## config.mk

```make
export PLATFORM = sky130hd
export DESIGN_NAME = pe_column_mac_flat
export DESIGN_NICKNAME = d
export VERILOG_FILES = /design/src/rtl/pe_column_mac_if.sv /design/src/rtl/pe_column_mac.sv /design/src/flat_wrapper.sv
export SDC_FILE = /design/constraint.sdc
export NUM_CORES = 2
export LEC_CHECK = 0
export ABC_AREA = 1
export CORE_UTILIZATION = 25
export CTS_BUF_LIST = sky130_fd_sc_hd__clkbuf_4
export DETAILED_ROUTE_END_ITERATION = 10
export SLEW_MARGIN = 20
export SYNTH_ARGS = -nofsm -noshare
export SYNTH_HDL_FRONTEND = slang
export SYNTH_SLANG_ARGS = --single-unit
```

## constraint.sdc

```tcl
create_clock -name clk_cal -period 5.2 [get_ports clk_cal]
set_clock_uncertainty 0.1 [all_clocks]
set_input_delay 0.52 -clock clk_cal [delete_from_list [all_inputs] [get_ports clk_cal]]
set_output_delay 0.52 -clock clk_cal [all_outputs]
set_load 0.02 [all_outputs]
```

## src/rtl/pe_column_mac_if.sv

```systemverilog
// Bus bundle for one pe_column_mac column: tap stream, chained partial sums and results.
// The master side drives taps and upstream sums; the slave side is the column itself.
interface pe_column_mac_if #(
  parameter int N_ROWS = 4,
  parameter int DATA_W = 8,
  parameter int ACC_W  = 24
);
  logic                       clear;
  logic [DATA_W-1:0]          weight_in;
  logic                       weight_vld;
  logic [N_ROWS*DATA_W-1:0]   map_in;
  logic [N_ROWS-1:0]          map_vld;
  logic                       tap_rdy;
  logic [N_ROWS*ACC_W-1:0]    psum_in;
  logic                       psum_vld;
  logic                       add_bias;
  logic [DATA_W-1:0]          bias;
  logic [N_ROWS*DATA_W-1:0]   map_out;
  logic [N_ROWS-1:0]          map_out_vld;
  logic [N_ROWS*ACC_W-1:0]    psum_out;
  logic [N_ROWS*DATA_W-1:0]   dout;
  logic                       out_vld;

  modport master (
    output clear, weight_in, weight_vld, map_in, map_vld, psum_in, psum_vld, add_bias, bias,
    input  tap_rdy, map_out, map_out_vld, psum_out, dout, out_vld
  );

  modport slave (
    input  clear, weight_in, weight_vld, map_in, map_vld, psum_in, psum_vld, add_bias, bias,
    output tap_rdy, map_out, map_out_vld, psum_out, dout, out_vld
  );
endinterface

```

## src/rtl/pe_column_mac.sv

```systemverilog
// Column of N_ROWS MAC lanes sharing a weight stream; accumulates KERNEL_LEN taps, adds the
// upstream partial sum and optional bias, then saturates and requantises. Macro PE_COLUMN_RELU_EN fuses a ReLU.
module pe_column_mac #(
  parameter int N_ROWS     = 4,
  parameter int DATA_W     = 8,
  parameter int ACC_W      = 24,
  parameter int KERNEL_LEN = 25,
  parameter int FRAC_BITS  = 4
) (
  input  logic              clk_cal,
  input  logic              rst_cal,
  pe_column_mac_if.slave    bus
);

  localparam int CNT_W = (KERNEL_LEN > 1) ? $clog2(KERNEL_LEN) : 1;
  localparam int EXT_W = ACC_W + 2;

  typedef enum logic {ST_ACC, ST_SUM} state_t;

  state_t                   state_q, state_d;
  logic [CNT_W-1:0]         tap_cnt_q;
  logic                     tap_rdy, fire, last_tap, sum_go;

  logic signed [ACC_W-1:0]    acc_q    [N_ROWS];
  logic signed [2*DATA_W-1:0] prod     [N_ROWS];
  logic signed [ACC_W-1:0]    acc_step [N_ROWS];
  logic signed [EXT_W-1:0]    sum_full [N_ROWS];
  logic signed [ACC_W-1:0]    sum_sat  [N_ROWS];
  logic signed [DATA_W-1:0]   dout_d   [N_ROWS];
  logic signed [EXT_W-1:0]    bias_add;

  logic [N_ROWS*DATA_W-1:0] map_out_q;
  logic [N_ROWS-1:0]        map_vld_q;
  logic [N_ROWS*ACC_W-1:0]  psum_out_q;
  logic [N_ROWS*DATA_W-1:0] dout_q;
  logic                     out_vld_q;

  // Inputs carry two guard bits beyond ACC_W, enough for acc + psum + bias without wrap.
  function automatic logic signed [ACC_W-1:0] sat_acc(input logic signed [EXT_W-1:0] v);
    if (v[EXT_W-1:ACC_W-1] == {3{v[EXT_W-1]}})
      return v[ACC_W-1:0];
    else if (v[EXT_W-1])
      return {1'b1, {(ACC_W-1){1'b0}}};
    else
      return {1'b0, {(ACC_W-1){1'b1}}};
  endfunction

  function automatic logic signed [DATA_W-1:0] sat_data(input logic signed [ACC_W-1:0] v);
    if (v[ACC_W-1:DATA_W-1] == {(ACC_W-DATA_W+1){v[ACC_W-1]}})
      return v[DATA_W-1:0];
    else if (v[ACC_W-1])
      return {1'b1, {(DATA_W-1){1'b0}}};
    else
      return {1'b0, {(DATA_W-1){1'b1}}};
  endfunction

  function automatic logic signed [2*DATA_W-1:0] mul(input logic signed [DATA_W-1:0] a,
                                                    input logic signed [DATA_W-1:0] b);
    return a * b;
  endfunction

  always_comb begin
    state_d  = state_q;
    tap_rdy  = (state_q == ST_ACC);
    fire     = tap_rdy & bus.weight_vld & (&bus.map_vld);
    last_tap = (tap_cnt_q == CNT_W'(KERNEL_LEN - 1));
    sum_go   = (state_q == ST_SUM) & bus.psum_vld;
    if (bus.clear)
      state_d = ST_ACC;
    else if (fire && last_tap)
      state_d = ST_SUM;
    else if (sum_go)
      state_d = ST_ACC;
  end

  always_ff @(posedge clk_cal or negedge rst_cal) begin
    if (!rst_cal)
      state_q <= ST_ACC;
    else
      state_q <= state_d;
  end

  // Per-lane datapath: next accumulate value and the finished window result.
  always_comb begin
    bias_add = '0;
    if (bus.add_bias)
      bias_add = EXT_W'(signed'(bus.bias)) <<< FRAC_BITS;
    for (int r = 0; r < N_ROWS; r++) begin
      prod[r]     = mul(signed'(bus.weight_in), signed'(bus.map_in[r*DATA_W +: DATA_W]));
      acc_step[r] = sat_acc(EXT_W'(acc_q[r]) + EXT_W'(prod[r]));
      sum_full[r] = EXT_W'(acc_q[r]) + EXT_W'(signed'(bus.psum_in[r*ACC_W +: ACC_W])) + bias_add;
      sum_sat[r]  = sat_acc(sum_full[r]);
`ifdef PE_COLUMN_RELU_EN
      if (sum_sat[r][ACC_W-1])
        sum_sat[r] = '0;
`endif
      dout_d[r]   = sat_data(sum_sat[r] >>> FRAC_BITS);
    end
  end

  // clear outranks both a tap fire and the SUM step; map forwarding ignores it.
  always_ff @(posedge clk_cal or negedge rst_cal) begin
    if (!rst_cal) begin
      for (int r = 0; r < N_ROWS; r++)
        acc_q[r] <= '0;
      tap_cnt_q  <= '0;
      map_out_q  <= '0;
      map_vld_q  <= '0;
      psum_out_q <= '0;
      dout_q     <= '0;
      out_vld_q  <= 1'b0;
    end else begin
      map_out_q <= bus.map_in;
      map_vld_q <= bus.map_vld;
      out_vld_q <= 1'b0;
      if (bus.clear) begin
        for (int r = 0; r < N_ROWS; r++)
          acc_q[r] <= '0;
        tap_cnt_q <= '0;
      end else if (fire) begin
        for (int r = 0; r < N_ROWS; r++)
          acc_q[r] <= acc_step[r];
        tap_cnt_q <= last_tap ? '0 : tap_cnt_q + CNT_W'(1);
      end else if (sum_go) begin
        for (int r = 0; r < N_ROWS; r++) begin
          acc_q[r]                         <= '0;
          psum_out_q[r*ACC_W +: ACC_W]     <= sum_sat[r];
          dout_q[r*DATA_W +: DATA_W]       <= dout_d[r];
        end
        out_vld_q <= 1'b1;
      end
    end
  end

  assign bus.tap_rdy     = tap_rdy;
  assign bus.map_out     = map_out_q;
  assign bus.map_out_vld = map_vld_q;
  assign bus.psum_out    = psum_out_q;
  assign bus.dout        = dout_q;
  assign bus.out_vld     = out_vld_q;

endmodule

```

## src/flat_wrapper.sv

```systemverilog
// flat-port wrapper written by rule: the top's interface ports become plain ports
module pe_column_mac_flat 
#(
  parameter int N_ROWS     = 4,
  parameter int DATA_W     = 8,
  parameter int ACC_W      = 24,
  parameter int KERNEL_LEN = 25,
  parameter int FRAC_BITS  = 4
)
  (clk_cal, rst_cal, bus_clear, bus_weight_in, bus_weight_vld, bus_map_in, bus_map_vld, bus_psum_in, bus_psum_vld, bus_add_bias, bus_bias, bus_tap_rdy, bus_map_out, bus_map_out_vld, bus_psum_out, bus_dout, bus_out_vld);
  pe_column_mac_if #(.N_ROWS(N_ROWS), .DATA_W(DATA_W), .ACC_W(ACC_W)) bus_i ();
  input  logic clk_cal;
  input  logic rst_cal;
  input wire logic [$bits(bus_i.clear)-1:0] bus_clear;
  input wire logic [$bits(bus_i.weight_in)-1:0] bus_weight_in;
  input wire logic [$bits(bus_i.weight_vld)-1:0] bus_weight_vld;
  input wire logic [$bits(bus_i.map_in)-1:0] bus_map_in;
  input wire logic [$bits(bus_i.map_vld)-1:0] bus_map_vld;
  input wire logic [$bits(bus_i.psum_in)-1:0] bus_psum_in;
  input wire logic [$bits(bus_i.psum_vld)-1:0] bus_psum_vld;
  input wire logic [$bits(bus_i.add_bias)-1:0] bus_add_bias;
  input wire logic [$bits(bus_i.bias)-1:0] bus_bias;
  output wire logic [$bits(bus_i.tap_rdy)-1:0] bus_tap_rdy;
  output wire logic [$bits(bus_i.map_out)-1:0] bus_map_out;
  output wire logic [$bits(bus_i.map_out_vld)-1:0] bus_map_out_vld;
  output wire logic [$bits(bus_i.psum_out)-1:0] bus_psum_out;
  output wire logic [$bits(bus_i.dout)-1:0] bus_dout;
  output wire logic [$bits(bus_i.out_vld)-1:0] bus_out_vld;
  assign bus_i.clear = bus_clear;
  assign bus_i.weight_in = bus_weight_in;
  assign bus_i.weight_vld = bus_weight_vld;
  assign bus_i.map_in = bus_map_in;
  assign bus_i.map_vld = bus_map_vld;
  assign bus_i.psum_in = bus_psum_in;
  assign bus_i.psum_vld = bus_psum_vld;
  assign bus_i.add_bias = bus_add_bias;
  assign bus_i.bias = bus_bias;
  assign bus_tap_rdy = bus_i.tap_rdy;
  assign bus_map_out = bus_i.map_out;
  assign bus_map_out_vld = bus_i.map_out_vld;
  assign bus_psum_out = bus_i.psum_out;
  assign bus_dout = bus_i.dout;
  assign bus_out_vld = bus_i.out_vld;
  pe_column_mac #(.N_ROWS(N_ROWS), .DATA_W(DATA_W), .ACC_W(ACC_W), .KERNEL_LEN(KERNEL_LEN), .FRAC_BITS(FRAC_BITS)) u_core (.clk_cal(clk_cal), .rst_cal(rst_cal), .bus(bus_i));
endmodule
```

==> results.md <==
- Status: complete, but fails checks
- Failing checks: setup timing
- Starting DRC count in detailed routing: roughly 1800
- FF-to-FF setup slack: -0.31 ns
- Hold Crit Class: input pin to flip-flop
- Layout area overhead: 44.8%
- CP Launch Type: input pin
- Worst path arrival time: about 6.3 ns
- Worst Tran Pin Value: between 0.7 and 0.8 ns
- Synth Flop Type: dfrtp_1
- Critical R2R Launch: u_core.acc_q[54]
- CTS buffer count: 83
- Setup CP Type: input pin to flip-flop
- Port Buf Inserts: 319
- Worst Setup EP: u_core.acc_q[5]
- Max_cap viols: 0
- Mean Syn Cell Area: 7.83 sq um
- R2R Path End: u_core.acc_q[67]
- Number of vias in the routed layout: 36700
- CP max FO: 9
- Fin crit share: 106%
- # IOs: 320
- CTS Buffer Depth: 3
- Clock Sink Count: around 270
- Grt ovf: 0
- Row count: between 100 and 150
- Synthesized instance count: about 5000
- Via/cell ratio: 4.43
- RSZ-0062 raised after global routing: true
- Post-synthesis cell type count: 58
- Post-Syn Nets: between 5000 and 6000
- Relative slew margins: 47.4%
- R2R depth: 28
- Clock Latency Late Sink: 1.01 ns
- Htree depth: 3
- Post-synthesis sequential area ratio: 17.6%
- Share of layout cells above drive strength 1: 25.8%
- GRT Overall Usage: 17.5%
- Total wire length: 136000 um
- First-pass GRT wire length: approximately 210000 um
- CTS Root Cell: clkbuf_4
- Min Tclk post-route: 5.53 ns
- Max Freq: 181 MHz
- Routed Antenna Nets: 0
- Die width: 392 um
- Drt wl/cell: approximately 16 um
- Post-synth EDFFs: 0
- Cell area after synthesis: ~38000 sq um
- Core area: 150000 sq um
- CTS tree: done
- Async S/R FF share, synth: 100%
- CP required: 6.00 ns
- Fillcell total: 15400
- Clock slew at reported path FFs: 0.07 ns
- CP startpoint: bus_map_in[24]
- # setup viols final: 85
- Initial Util: 25.3%
- Max Transition Viols Final: 0
- Final setup TNS: -18.93 ns
- Largest stage delay on the critical path: 0.55 ns
- Vias in the first global route: 37200
- Yosys reg bits: 267
- Routability cong.: 0.906
- Antenna violations before repair: 16
- Pre-CTS setup slack: -1.53 ns
- DRC viols: 0
- Die area: around 150000 sq um
- Post-layout net count: about 7200
- Most frequent CP cell: fa_1
- Final setup margin: -0.335 ns
- Die Y: 392 um
- Initial DRT Pass Iterations: 5
- Post-DP HPWL: around 110000 um
- Critical path's slowest cell: fa_1
- Largest net degree at the start of global routing: 133
- Critical Path End Type: flip-flop
- Final Hold Fails: 0
- Yosys warning count: 0
per-layer routing:
layer  up-vias  wire (um)  GRT usage (%)
met3       230       5240           2.24
met2       692      62700           28.6
met4        18       6890           8.73
met5         -        106              0
met1     17600      60800           22.7
li1      18200          -              -
metrics by stage:
stage | cell area (sq um) | std cells | util, % | hold WS, ns
after floorplan | 38600 | 4857 | - | 0.124
after global placement | 50900 | 8000 | 33.8 | 0.364
after detailed placement | 50900 | 8000 | 33.8 | 0.366
after CTS | 53300 | 8219 | 35.4 | 0.00820
after global routing | 55100 | 8282 | 36.6 | 0.0991
final | 55100 | 8283 | 36.6 | 0.196
cell families (layout without fill, tap and decap cells):
group / after synthesis / after routing / synth area share [%]
AO/OA/AOI/OAI: 732 / 732 / 10.8
XOR/XNOR: 219 / 219 / 5.04
adder cells (fa/ha/maj): 852 / 852 / 36.7
buffers and inverters: 977 / 2377 / 9.95
flip-flops: 267 / 267 / 17.6
other: 0 / 7 / 0
AND/OR/NAND/NOR: 1810 / 1813 / 20.0
state kept, by name (all words and copies together), names as in the netlist:
register / flops
u_core.bus.map_out: 32
u_core.tap_cnt_q: 5
u_core.acc_q: 96
u_core.bus.psum_out: 96
u_core.bus.dout: 32
u_core.state_q: 1
u_core.bus.out_vld: 1
u_core.bus.map_out_vld: 4
worst min-delay path by stage:
| stage | start | to | depth (start not counted) |
|---|---|---|---|
| after floorplan | rst_cal | u_core.acc_q[0] | 0 |
| after global placement | u_core.bus.psum_out[30] | u_core.bus.psum_out[30] | 1 |
| after detailed placement | u_core.bus.psum_out[55] | u_core.bus.psum_out[55] | 2 |
| after CTS | bus_map_in[0] | u_core.bus.map_out[0] | 2 |
| after global routing | bus_map_in[21] | u_core.bus.map_out[21] | 1 |
| final | bus_map_in[9] | u_core.bus.map_out[9] | 3 |
critical path: cells and delay by family:
family	cells	cell delay [ns]
adder cells (fa/ha/maj)	7	2.91
AO/OA/AOI/OAI	5	0.64
XOR/XNOR	1	0.18
AND/OR/NAND/NOR	7	0.46
buffers and inverters	11	1.62
area by class of cell:
class	count	area [sq um]	area share (%)
Antenna cell	7	17.5	0.0318
Tap cell	2016	2520	4.58
Timing Repair Buffer	1371	11900	21.6
Clock buffer	107	803	1.46
Inverter	860	3290	5.97
Timing Repair inverter	3	28.8	0.0522
Clock inverter	36	270	0.491
Sequential cell	267	6690	12.1
Multi-Input combinational cell	3616	29600	53.6
layout by cell type (no fill, tap or decap), types with 44 or more instances in the layout:
| master | count |
|---|---|
| a21oi_1 | 262 |
| dfrtp_1 | 262 |
| xor2_1 | 120 |
| ha_1 | 358 |
| clkbuf_4 | 110 |
| clkdlybuf4s50_1 | 303 |
| xnor2_1 | 93 |
| nand2_2 | 68 |
| ha_4 | 49 |
| inv_1 | 800 |
| buf_4 | 948 |
| o21ai_0 | 128 |
| o21ai_2 | 61 |
| a31oi_1 | 52 |
| inv_2 | 44 |
| nor2_1 | 234 |
| nand4_1 | 57 |
| nand2_1 | 1134 |
| nand3_1 | 141 |
| fa_1 | 421 |
repair_timing:
item,4_1_cts,5_1_grt
pin swaps,81,180
endpoints found under the hold margin,253,1
hold buffers,32,1
gates cloned,8,9
resized for setup,192,322
setup endpoints to repair,102,161
buffers inserted,37,50
cell usage after synthesis, types with 4 or more instances:
| master | count | share of area, % |
|---|---|---|
| xnor2_1 | 94 | 2.2 |
| o221ai_1 | 7 | 0.16 |
| dfrtp_1 | 267 | 18 |
| a21oi_1 | 308 | 4.1 |
| nor3_1 | 33 | 0.43 |
| buf_6 | 5 | 0.15 |
| or2_2 | 8 | 0.13 |
| o21ai_1 | 6 | 0.079 |
| o211ai_1 | 12 | 0.24 |
| a211oi_1 | 7 | 0.14 |
| o2111ai_1 | 4 | 0.092 |
| nor2_2 | 8 | 0.13 |
| nand2_4 | 5 | 0.15 |
| ha_1 | 412 | 14 |
| nor2_1 | 257 | 2.5 |
| o21ai_0 | 227 | 3.0 |
| xor2_1 | 125 | 2.9 |
| clkinv_1 | 5 | 0.049 |
| buf_2 | 7 | 0.092 |
| nand2_1 | 1182 | 12 |
| clkbuf_2 | 18 | 0.24 |
| nor4_1 | 15 | 0.25 |
| a21boi_0 | 5 | 0.099 |
| inv_1 | 845 | 8.3 |
| nand3b_1 | 16 | 0.32 |
| nand3_2 | 11 | 0.29 |
| buf_4 | 10 | 0.20 |
| o31ai_1 | 10 | 0.20 |
| clkbuf_1 | 73 | 0.72 |
| fa_1 | 440 | 23 |
| a21o_1 | 26 | 0.51 |
| a31oi_1 | 54 | 0.89 |
| o21ai_2 | 4 | 0.092 |
| nand3_1 | 166 | 2.2 |
| o21bai_1 | 25 | 0.49 |
| nand4_1 | 57 | 0.94 |
| inv_2 | 10 | 0.099 |
| nand2_2 | 33 | 0.54 |
| and2_1 | 5 | 0.082 |
| a22o_1 | 4 | 0.092 |
| o22ai_1 | 13 | 0.21 |
| o21a_1 | 12 | 0.24 |
Power is left out: the tool's default activity adds up to more than one toggle a clock period on the data nets, which glitch-free logic cannot reach.
